<file path="src/rtl/if_id_queue_pkg.sv">
// Shared types and hazard codes for the IF/ID prefetch queue.
package if_id_queue_pkg;

  localparam int unsigned HZ_W   = 4;
  localparam int unsigned INST_W = 32;
  localparam int unsigned PC_W   = 32;

  localparam logic [HZ_W-1:0] HZ_NONE     = 4'd0;
  localparam logic [HZ_W-1:0] STALL_MMU   = 4'd1;
  localparam logic [HZ_W-1:0] STALL_EARLY = 4'd2;
  localparam logic [HZ_W-1:0] FLUSH_EARLY = 4'd3;
  localparam logic [HZ_W-1:0] FLUSH_ALL   = 4'd4;

  localparam logic [INST_W-1:0] NOP_ENC = 32'h00000013;

  typedef struct packed {
    logic [INST_W-1:0] inst;
    logic [PC_W-1:0]   pc;
    logic              fault;
  } ifq_entry_t;

  function automatic logic is_flush(input logic [HZ_W-1:0] hz);
    return (hz == FLUSH_EARLY) || (hz == FLUSH_ALL);
  endfunction

  function automatic logic is_stall(input logic [HZ_W-1:0] hz);
    return (hz == STALL_MMU) || (hz == STALL_EARLY);
  endfunction

endpackage

</file>
<file path="src/rtl/if_queue_mem.sv">
// Queue storage: one synchronous write port, one asynchronous read port.
module if_queue_mem
  import if_id_queue_pkg::*;
#(
  parameter int unsigned DEPTH = 4
) (
  input  logic                     clk,
  input  logic                     we,
  input  logic [$clog2(DEPTH)-1:0] waddr,
  input  ifq_entry_t               wdata,
  input  logic [$clog2(DEPTH)-1:0] raddr,
  output ifq_entry_t               rdata
);

  ifq_entry_t mem [DEPTH];

  // Contents need no reset; validity is tracked by the occupancy count.
  always_ff @(posedge clk) begin
    if (we) mem[waddr] <= wdata;
  end

  assign rdata = mem[raddr];

endmodule

</file>
<file path="src/rtl/if_id_queue.sv">
// Instruction prefetch queue and IF/ID boundary register.
// Optional same-cycle fetch-to-decode bypass when IFQ_BYPASS_EN is defined.
module if_id_queue
  import if_id_queue_pkg::*;
#(
  parameter int unsigned DEPTH    = 4,
  parameter logic [31:0] NOP_INST = 32'h00000013
) (
  input  logic                       clk,
  input  logic                       rst,
  input  logic [HZ_W-1:0]            hazard_signal,
  input  logic                       fence_active,
  input  logic                       fetch_valid,
  output logic                       fetch_ready,
  input  logic [INST_W-1:0]          fetch_inst,
  input  logic [PC_W-1:0]            fetch_pc,
  input  logic                       fetch_fault,
  output logic                       IF_valid,
  output logic [INST_W-1:0]          IFinstruction,
  output logic [PC_W-1:0]            IFpc,
  output logic                       IF_fault,
  output logic [4:0]                 rs1,
  output logic [4:0]                 rs2,
  output logic [4:0]                 rd,
  output logic [$clog2(DEPTH):0]     queue_count
);

  localparam int unsigned PTR_W = $clog2(DEPTH);
  localparam int unsigned CNT_W = PTR_W + 1;

  logic [PTR_W-1:0] rd_ptr, wr_ptr;
  logic [CNT_W-1:0] count;
  logic             flush, hold, stored_valid, bypass, push, pop;
  ifq_entry_t       wdata, head;

  assign flush        = is_flush(hazard_signal);
  assign hold         = is_stall(hazard_signal) | fence_active;
  assign stored_valid = (count != '0);
  assign fetch_ready  = (count != CNT_W'(DEPTH)) && !flush;

`ifdef IFQ_BYPASS_EN
  // An empty queue hands the fetch entry straight to decode when it will be consumed.
  assign bypass = !stored_valid && fetch_valid && !hold && !flush;
`else
  assign bypass = 1'b0;
`endif

  assign push  = fetch_valid && fetch_ready && !bypass;
  assign pop   = stored_valid && !hold && !flush;
  assign wdata = '{inst: fetch_inst, pc: fetch_pc, fault: fetch_fault};

  if_queue_mem #(.DEPTH(DEPTH)) u_mem (
    .clk   (clk),
    .we    (push),
    .waddr (wr_ptr),
    .wdata (wdata),
    .raddr (rd_ptr),
    .rdata (head)
  );

  // Pointer and occupancy update; flush discards everything and rewinds.
  always_ff @(posedge clk) begin
    if (rst || flush) begin
      rd_ptr <= '0;
      wr_ptr <= '0;
      count  <= '0;
    end else begin
      if (push) wr_ptr <= wr_ptr + PTR_W'(1);
      if (pop)  rd_ptr <= rd_ptr + PTR_W'(1);
      count <= count + CNT_W'(push) - CNT_W'(pop);
    end
  end

  // Head presentation: stored entry, else bypassed fetch, else NOP.
  always_comb begin
    IF_valid      = 1'b0;
    IFinstruction = NOP_INST;
    IFpc          = '0;
    IF_fault      = 1'b0;
    if (stored_valid) begin
      IF_valid      = 1'b1;
      IFinstruction = head.inst;
      IFpc          = head.pc;
      IF_fault      = head.fault;
    end else if (bypass) begin
      IF_valid      = 1'b1;
      IFinstruction = fetch_inst;
      IFpc          = fetch_pc;
      IF_fault      = fetch_fault;
    end
  end

  assign rs1         = IFinstruction[19:15];
  assign rs2         = IFinstruction[24:20];
  assign rd          = IFinstruction[11:7];
  assign queue_count = count;

endmodule
</file>
<file path="config.mk">
export PLATFORM = sky130hd
export DESIGN_NAME = if_id_queue
export DESIGN_NICKNAME = d
export VERILOG_FILES = /design/src/rtl/if_id_queue_pkg.sv /design/src/rtl/if_queue_mem.sv /design/src/rtl/if_id_queue.sv
export SDC_FILE = /design/constraint.sdc
export NUM_CORES = 1
export LEC_CHECK = 0
export ABC_CLOCK_PERIOD_IN_PS = 10200
export BUFFER_PORTS_ARGS = -buffer_cell sky130_fd_sc_hd__buf_2
export CAP_MARGIN = 15
export CORE_ASPECT_RATIO = 1.4
export CORE_MARGIN = 3
export CORE_UTILIZATION = 59
export CTS_BUF_LIST = sky130_fd_sc_hd__clkbuf_8
export CTS_CLUSTER_SIZE = 28
export DETAILED_ROUTE_END_ITERATION = 8
export GPL_ROUTABILITY_DRIVEN = 0
export GPL_TIMING_DRIVEN = 0
export PLACE_DENSITY = 0.9
export SKIP_LAST_GASP = 1
export SLEW_MARGIN = 20
export SYNTH_ARGS = -nofsm -noshare
export SYNTH_HDL_FRONTEND = slang
export SYNTH_SLANG_ARGS = --single-unit
</file>
<file path="constraint.sdc">
create_clock -name clk -period 10.2 [get_ports clk]
set_input_delay 1.02 -clock clk [delete_from_list [all_inputs] [get_ports clk]]
set_output_delay 1.02 -clock clk [all_outputs]
set_load 0.05 [all_outputs]
</file>
Word level (Yosys, flattened, before mapping)
Memories as Yosys holds them, arrays and structs flattened. A register that Yosys moved wholly into a read port is not among the register bits.
Index checks and enable logic that the tools add are counted.
{ "totals": {"regBits": 7, "output_inout_bits": 85, "in_bits": 73, "mem_count": 1, "elab_cells": 32, "mem_bits_rw": 260} }
{ "mem_list": {"columns": ["name", "words", "width", "rd", "rd_ports_with_merged_regs", "wr", "line", "text"], "rows": [
  ["u_mem.mem", 4, 65, 1, 1, 1, "if_queue_mem.sv:15", "ifq_entry_t mem [DEPTH];"]
]} }
{ "op_classes": {"bitwise_logic": 1, "add_sub_neg": 4, "eq_ne": 5, "n_mux": 8, "reduce_logical": 10} }
{ "ops": {"columns": ["op", "count"], "rows": [
  ["32-bit 2-to-1 mux", 2],
  ["4-bit by 2-bit equality test with 1-bit output, second input constant", 2],
  ["2-bit by 1-bit adder with 2-bit output, second input constant", 2],
  ["4-bit by 1-bit equality test with 1-bit output, second input constant", 1],
  ["4-bit by 3-bit equality test with 1-bit output, second input constant", 1],
  ["1-bit logical AND", 4],
  ["1-bit 2-to-1 mux", 4],
  ["2-bit 2-to-1 mux", 2],
  ["3-bit by 1-bit adder with 3-bit output", 1],
  ["1-bit logical OR", 3],
  ["3-bit inequality test, second input constant", 1],
  ["3-bit nonzero test", 1],
  ["3-bit by 1-bit subtractor with 3-bit output", 1],
  ["1-bit zero test", 2],
  ["1-bit bitwise OR", 1]
]} }

Longest topological paths before layout
{ "depth": {"word_depth": 8, "mapped_depth": 12, "ltp_nobuf": 11} }

By module
From an unflattened synthesis, not the netlist that was laid out.
{ "hier_totals": {"cells_unflattened": 482, "area_unflattened_um2": 10477.5} }
{ "by_module_without_submodules": {"columns": ["mod", "area_each_um2", "cells_per_inst", "instances"], "rows": [
  ["if_queue_mem", 9455.3, 343, 1],
  ["if_id_queue", 1022.2, 139, 1]
]} }

Least setup slack after synthesis
Ideal clock, no wire load.
{ "synth_path": {"kind": "input to register", "startpoint": "in hazard_signal[2]", "endpoint": "mem u_mem.mem[0][0] (netlist bit), enable pin", "required_time_ns": 9.529, "setup_slack_ns": 1.399, "stages": 4, "n_path_buf": 1, "t_arrival_ns": 8.130, "cell_sequence": "or4b_1 -> buf_2 -> nand2_2 -> nor4b_1"} }
{ "synth_between": {"elab_chain_cells": 7} }
{ "synth_lines": {"columns": ["element", "line", "text"], "rows": [
  ["start: declaration", "if_id_queue.sv:11", "input logic [HZ_W-1:0] hazard_signal,"],
  ["4-bit by 2-bit equality test with 1-bit output / 4-bit by 3-bit equality test with 1-bit output (equally long branches)", "if_id_queue_pkg.sv:23", "return (hz == FLUSH_EARLY) || (hz == FLUSH_ALL);"],
  ["1-bit logical OR (*)", "if_id_queue_pkg.sv:23", null],
  ["1-bit zero test (*)", "if_id_queue.sv:39", "assign fetch_ready = (count != CNT_W'(DEPTH)) && !flush;"],
  ["1-bit logical AND (*)", "if_id_queue.sv:39", null],
  ["1-bit logical AND (*)", "if_id_queue.sv:48", "assign push = fetch_valid && fetch_ready && !bypass;"],
  ["1-bit 2-to-1 mux (*)", "if_queue_mem.sv:19", "if (we) mem[waddr] <= wdata;"],
  ["1-bit 2-to-1 mux (implied by the code) (*)", "if_queue_mem.sv:19", null],
  ["end: declaration", "if_queue_mem.sv:15", null]
]} }
Every way passes the cells marked *; elsewhere a longest branch is shown, timed or not.

Worst setup path after layout
{ "layout_path": {"startpoint": "reg count[1], in the netlist queue_count[1]", "endpoint": "out rs2[1]"} }
{ "layout_between": {"elab_chain_cells": 2} }
{ "layout_lines": {"columns": ["element", "line", "text"], "rows": [
  ["start: declaration", "if_id_queue.sv:32", "logic [CNT_W-1:0] count;"],
  ["start signal: assignment", "if_id_queue.sv:70", "count <= count + CNT_W'(push) - CNT_W'(pop);"],
  ["3-bit nonzero test", "if_id_queue.sv:38", "assign stored_valid = (count != '0);"],
  ["32-bit 2-to-1 mux", "if_id_queue.sv:80", "if (stored_valid) begin"],
  ["end: declaration", "if_id_queue.sv:23", "output logic [4:0] rs2,"]
]} }
Every way passes these cells.

==> impl_metrics.ini <==
[worst_setup_path]
timing.critical_path.fanout_max = 10
worst_path_max_delay_cell = sky130_fd_sc_hd__nor3_2
endpoint_type_of_the_worst_setup_path = output pin
worstSetupPathType = flop to output pin
critical_path.n_buffers_inverters = 4
cp_top_family = buffers and inverters
critical-path-max-stage-delay_ps = 440
endpoint_required_time_on_the_critical_path_ps = 9180
startpoint_type = flop
path_cells = nor3_2 > inv_1 > clkbuf_1 > and2_1 > buf_4 > buf_2
arrival_ps = 2490

[logic_synthesis]
yosys.area.top_type_share_pct = 74.4
yosys_warnings = 0
synth_fp_nets = 568
synth_area_um2 = 10500
synth_sequential_area_ratio_pct = 76.1
netlist_top_cells_area = sky130_fd_sc_hd__edfxtp_1 (74%), sky130_fd_sc_hd__mux4_2 (14%), sky130_fd_sc_hd__and2_1 (3.8%)
yosys.area.top_type = sky130_fd_sc_hd__edfxtp_1
ys_seq_elements = 269
synth_area_per_cell_um2 = 21.5
postSynthCellCount = 488
netlist-cell-type-count = 31

[cells_and_area]
areaGrowthSynthToFinish_pct = 19.8
layout-drive-gt1-share_pct = 46.6
finalNetCount = 816
finish.utilization_pct = 72.3

[clocking]
clock_path_buffers = 3
post_cts_resize_count = 0
numClockSinks = 269
post_cts_buffers = 0
clkLatencyLatePin_ps = 510
path_clk_slew_ps = 60
cts_inserted_buffers = 40
clockRootBuffer = sky130_fd_sc_hd__clkbuf_8
clock_tree.htree_level_count = 2
cts-hold-fix-buffers = 0
cts_tree = yes

[power_and_ir_drop]
p_leak_nw = 4.64
total_power_mw = 3.56
vdd_ir_drop_max_mv = 0.183
power_density_nw_per_um2 = 283

[die]
initial_utilization_pct = 60.3
die-width_um = 119
dieArea_um2 = 19500
coreArea_um2 = 17400
die-height_um = 164
core.rowCount = 57
io_pins = 158

[worst_hold_path]
hold_path_class = flop to flop

[timing]
grt_setup_unrepaired = false
highest_achievable_clock_rate_mhz = 285
timing.slew.headroom_pct = 41.4
fin_hold_ws_ps = 561
finClkSkew_ps = 14.4
period_share_pct = 34.5
period_minus_slack_ps = 3510
worst_slew_pin_slew_ps = 877
hold_violations = 0
finalSetupViolations = 0
report.final.slew_viol_count = 0

[routing]
firstDrtPassIters = 5
avgViaCountPerCell = 5.55
drt-total-wl_mm = 20.8
routedWlPerCell_um = 20.8
dr_total_vias = 5546
drt.antenna.violating_nets = 0
number_of_design_rule_violations_left_after_detail_routing = 0
drtIter0Drc = 375

[global_routing]
first_global_vias = 6007
antenna_violations_before_repair = 3
grt_max_degree = 11
globalRouteOverflowTotal = 0
gr-usage-all-layers_pct = 21.9
wire_length_of_the_first_global_routing_pass_mm = 33.0

[status]
status = finished clean

[placed_design]
port_buffers = 157
hpwlAfterDp_mm = 14.9

[job]
number_of_max_cap_violations = 0
final timing paths:
path	from	end	slack, ps	cells past startpoint
max	queue_count[1]$_SDFF_PP0_	rs2[1]	6690	6
min	wr_ptr[0]$_SDFFE_PP0P_	wr_ptr[0]$_SDFFE_PP0P_	560	2
max reg2reg	queue_count[1]$_SDFF_PP0_	queue_count[2]$_SDFF_PP0_	7490	11
min reg2reg	wr_ptr[0]$_SDFFE_PP0P_	wr_ptr[0]$_SDFFE_PP0P_	560	2
cell usage after synthesis, drive strengths merged:
library cell,n
edfxtp,260
mux4,65
and2,63
buf,29
dfxtp,9
clkbuf,7
inv,7
nor2,7
ha,6
nor4b,4
mux2i,3
or2,3
a211oi,2
a21oi,2
nand3,2
nand3b,2
nand4b,2
nor3,2
o21ai,2
or3,2
xor2,2
fa,1
nand2,1
nand2b,1
nand4bb,1
nor2b,1
nor3b,1
or4b,1
layout by cell type, fill, tap and decap left out, types with 3 or more instances in the layout:
master	n
sky130_fd_sc_hd__nor4b_2	4
sky130_fd_sc_hd__clkbuf_8	41
sky130_fd_sc_hd__buf_6	6
sky130_fd_sc_hd__clkinv_2	4
sky130_fd_sc_hd__buf_2	196
sky130_fd_sc_hd__dfxtp_1	9
sky130_fd_sc_hd__clkinv_1	9
sky130_fd_sc_hd__mux4_2	65
sky130_fd_sc_hd__and2_1	63
sky130_fd_sc_hd__nor2_1	7
sky130_fd_sc_hd__edfxtp_1	260
sky130_fd_sc_hd__clkbuf_1	7
sky130_fd_sc_hd__clkinvlp_4	3
sky130_fd_sc_hd__inv_1	18
sky130_fd_sc_hd__buf_4	33
sky130_fd_sc_hd__mux2i_1	3
sky130_fd_sc_hd__ha_1	6
sky130_fd_sc_hd__or2_1	3
sequential cells by signal, indices dropped and copies added (netlist names), named ones only:
| signal | cells |
|---|---|
| u_mem.mem | 260 |
| queue_count | 3 |
| wr_ptr | 2 |
| rd_ptr | 2 |
worst register-to-register path, stage by stage, from the launching register on:
cell and delay [ps]:
sky130_fd_sc_hd__dfxtp_1 470, sky130_fd_sc_hd__nor3_2 150, sky130_fd_sc_hd__a211oi_1 510, sky130_fd_sc_hd__nor2b_1 210, sky130_fd_sc_hd__ha_1 230, sky130_fd_sc_hd__inv_1 50
sky130_fd_sc_hd__ha_1 130, sky130_fd_sc_hd__inv_1 50, sky130_fd_sc_hd__fa_1 400, sky130_fd_sc_hd__xor2_1 170, sky130_fd_sc_hd__and2_1 160, sky130_fd_sc_hd__nor3_1 120
layout make-up:
| type | count | area, µm² |
|---|---|---|
| Buffer | 36 | 246 |
| Clock buffer | 41 | 564 |
| Multi-Input combinational cell | 176 | 2260 |
| Fill cell | 1075 | 4820 |
| Timing Repair Buffer | 206 | 1080 |
| Antenna cell | 2 | 5.00 |
| Tap cell | 236 | 295 |
| Inverter | 7 | 26.3 |
| Sequential cell | 269 | 7990 |
| Clock inverter | 27 | 118 |
report_power, final:
part	leakage [nW]	switching (mW)	total [mW]	internal, mW
sequential	2.45	0.0278	1.33	1.30
clock	0.384	0.373	0.746	0.373
combinational	1.81	1.05	1.48	0.433
total	4.64	1.45	3.56	2.11
through the flow:
stage	worst slack (ps)	cell area [µm²]	cells	TNS, ps
CTS	6590	12600	998	0
global placement	-3380	11600	881	-869070
detailed placement	6670	11900	930	0
floorplan	1400	10500	488	0
global route	6480	12600	1000	0
finish	6690	12600	1000	0
logic make-up (layout without fill, tap and decap cells):
logic type,after synthesis,in the layout,synth area share (%)
XOR/XNOR,2,2,0.167
AND/OR/NAND/NOR,93,93,5.68
adder cells (fa/ha/maj),7,7,0.906
buffers and inverters,43,317,2.60
flip-flops,269,269,76.1
multiplexers,68,68,14.2
other,0,2,0
AO/OA/AOI/OAI,6,6,0.334
metal layers:
metal / global-route usage, % / routed length [µm] / vias up
met1: 28.2 / 8060 / 2850
met4: 7.38 / 537 / 2
met5: 0 / 13 / -
met2: 38.4 / 11200 / 197
li1: - / - / 2452
met3: 3.93 / 1010 / 45
Note: power is estimated with default switching activity, not from simulation.
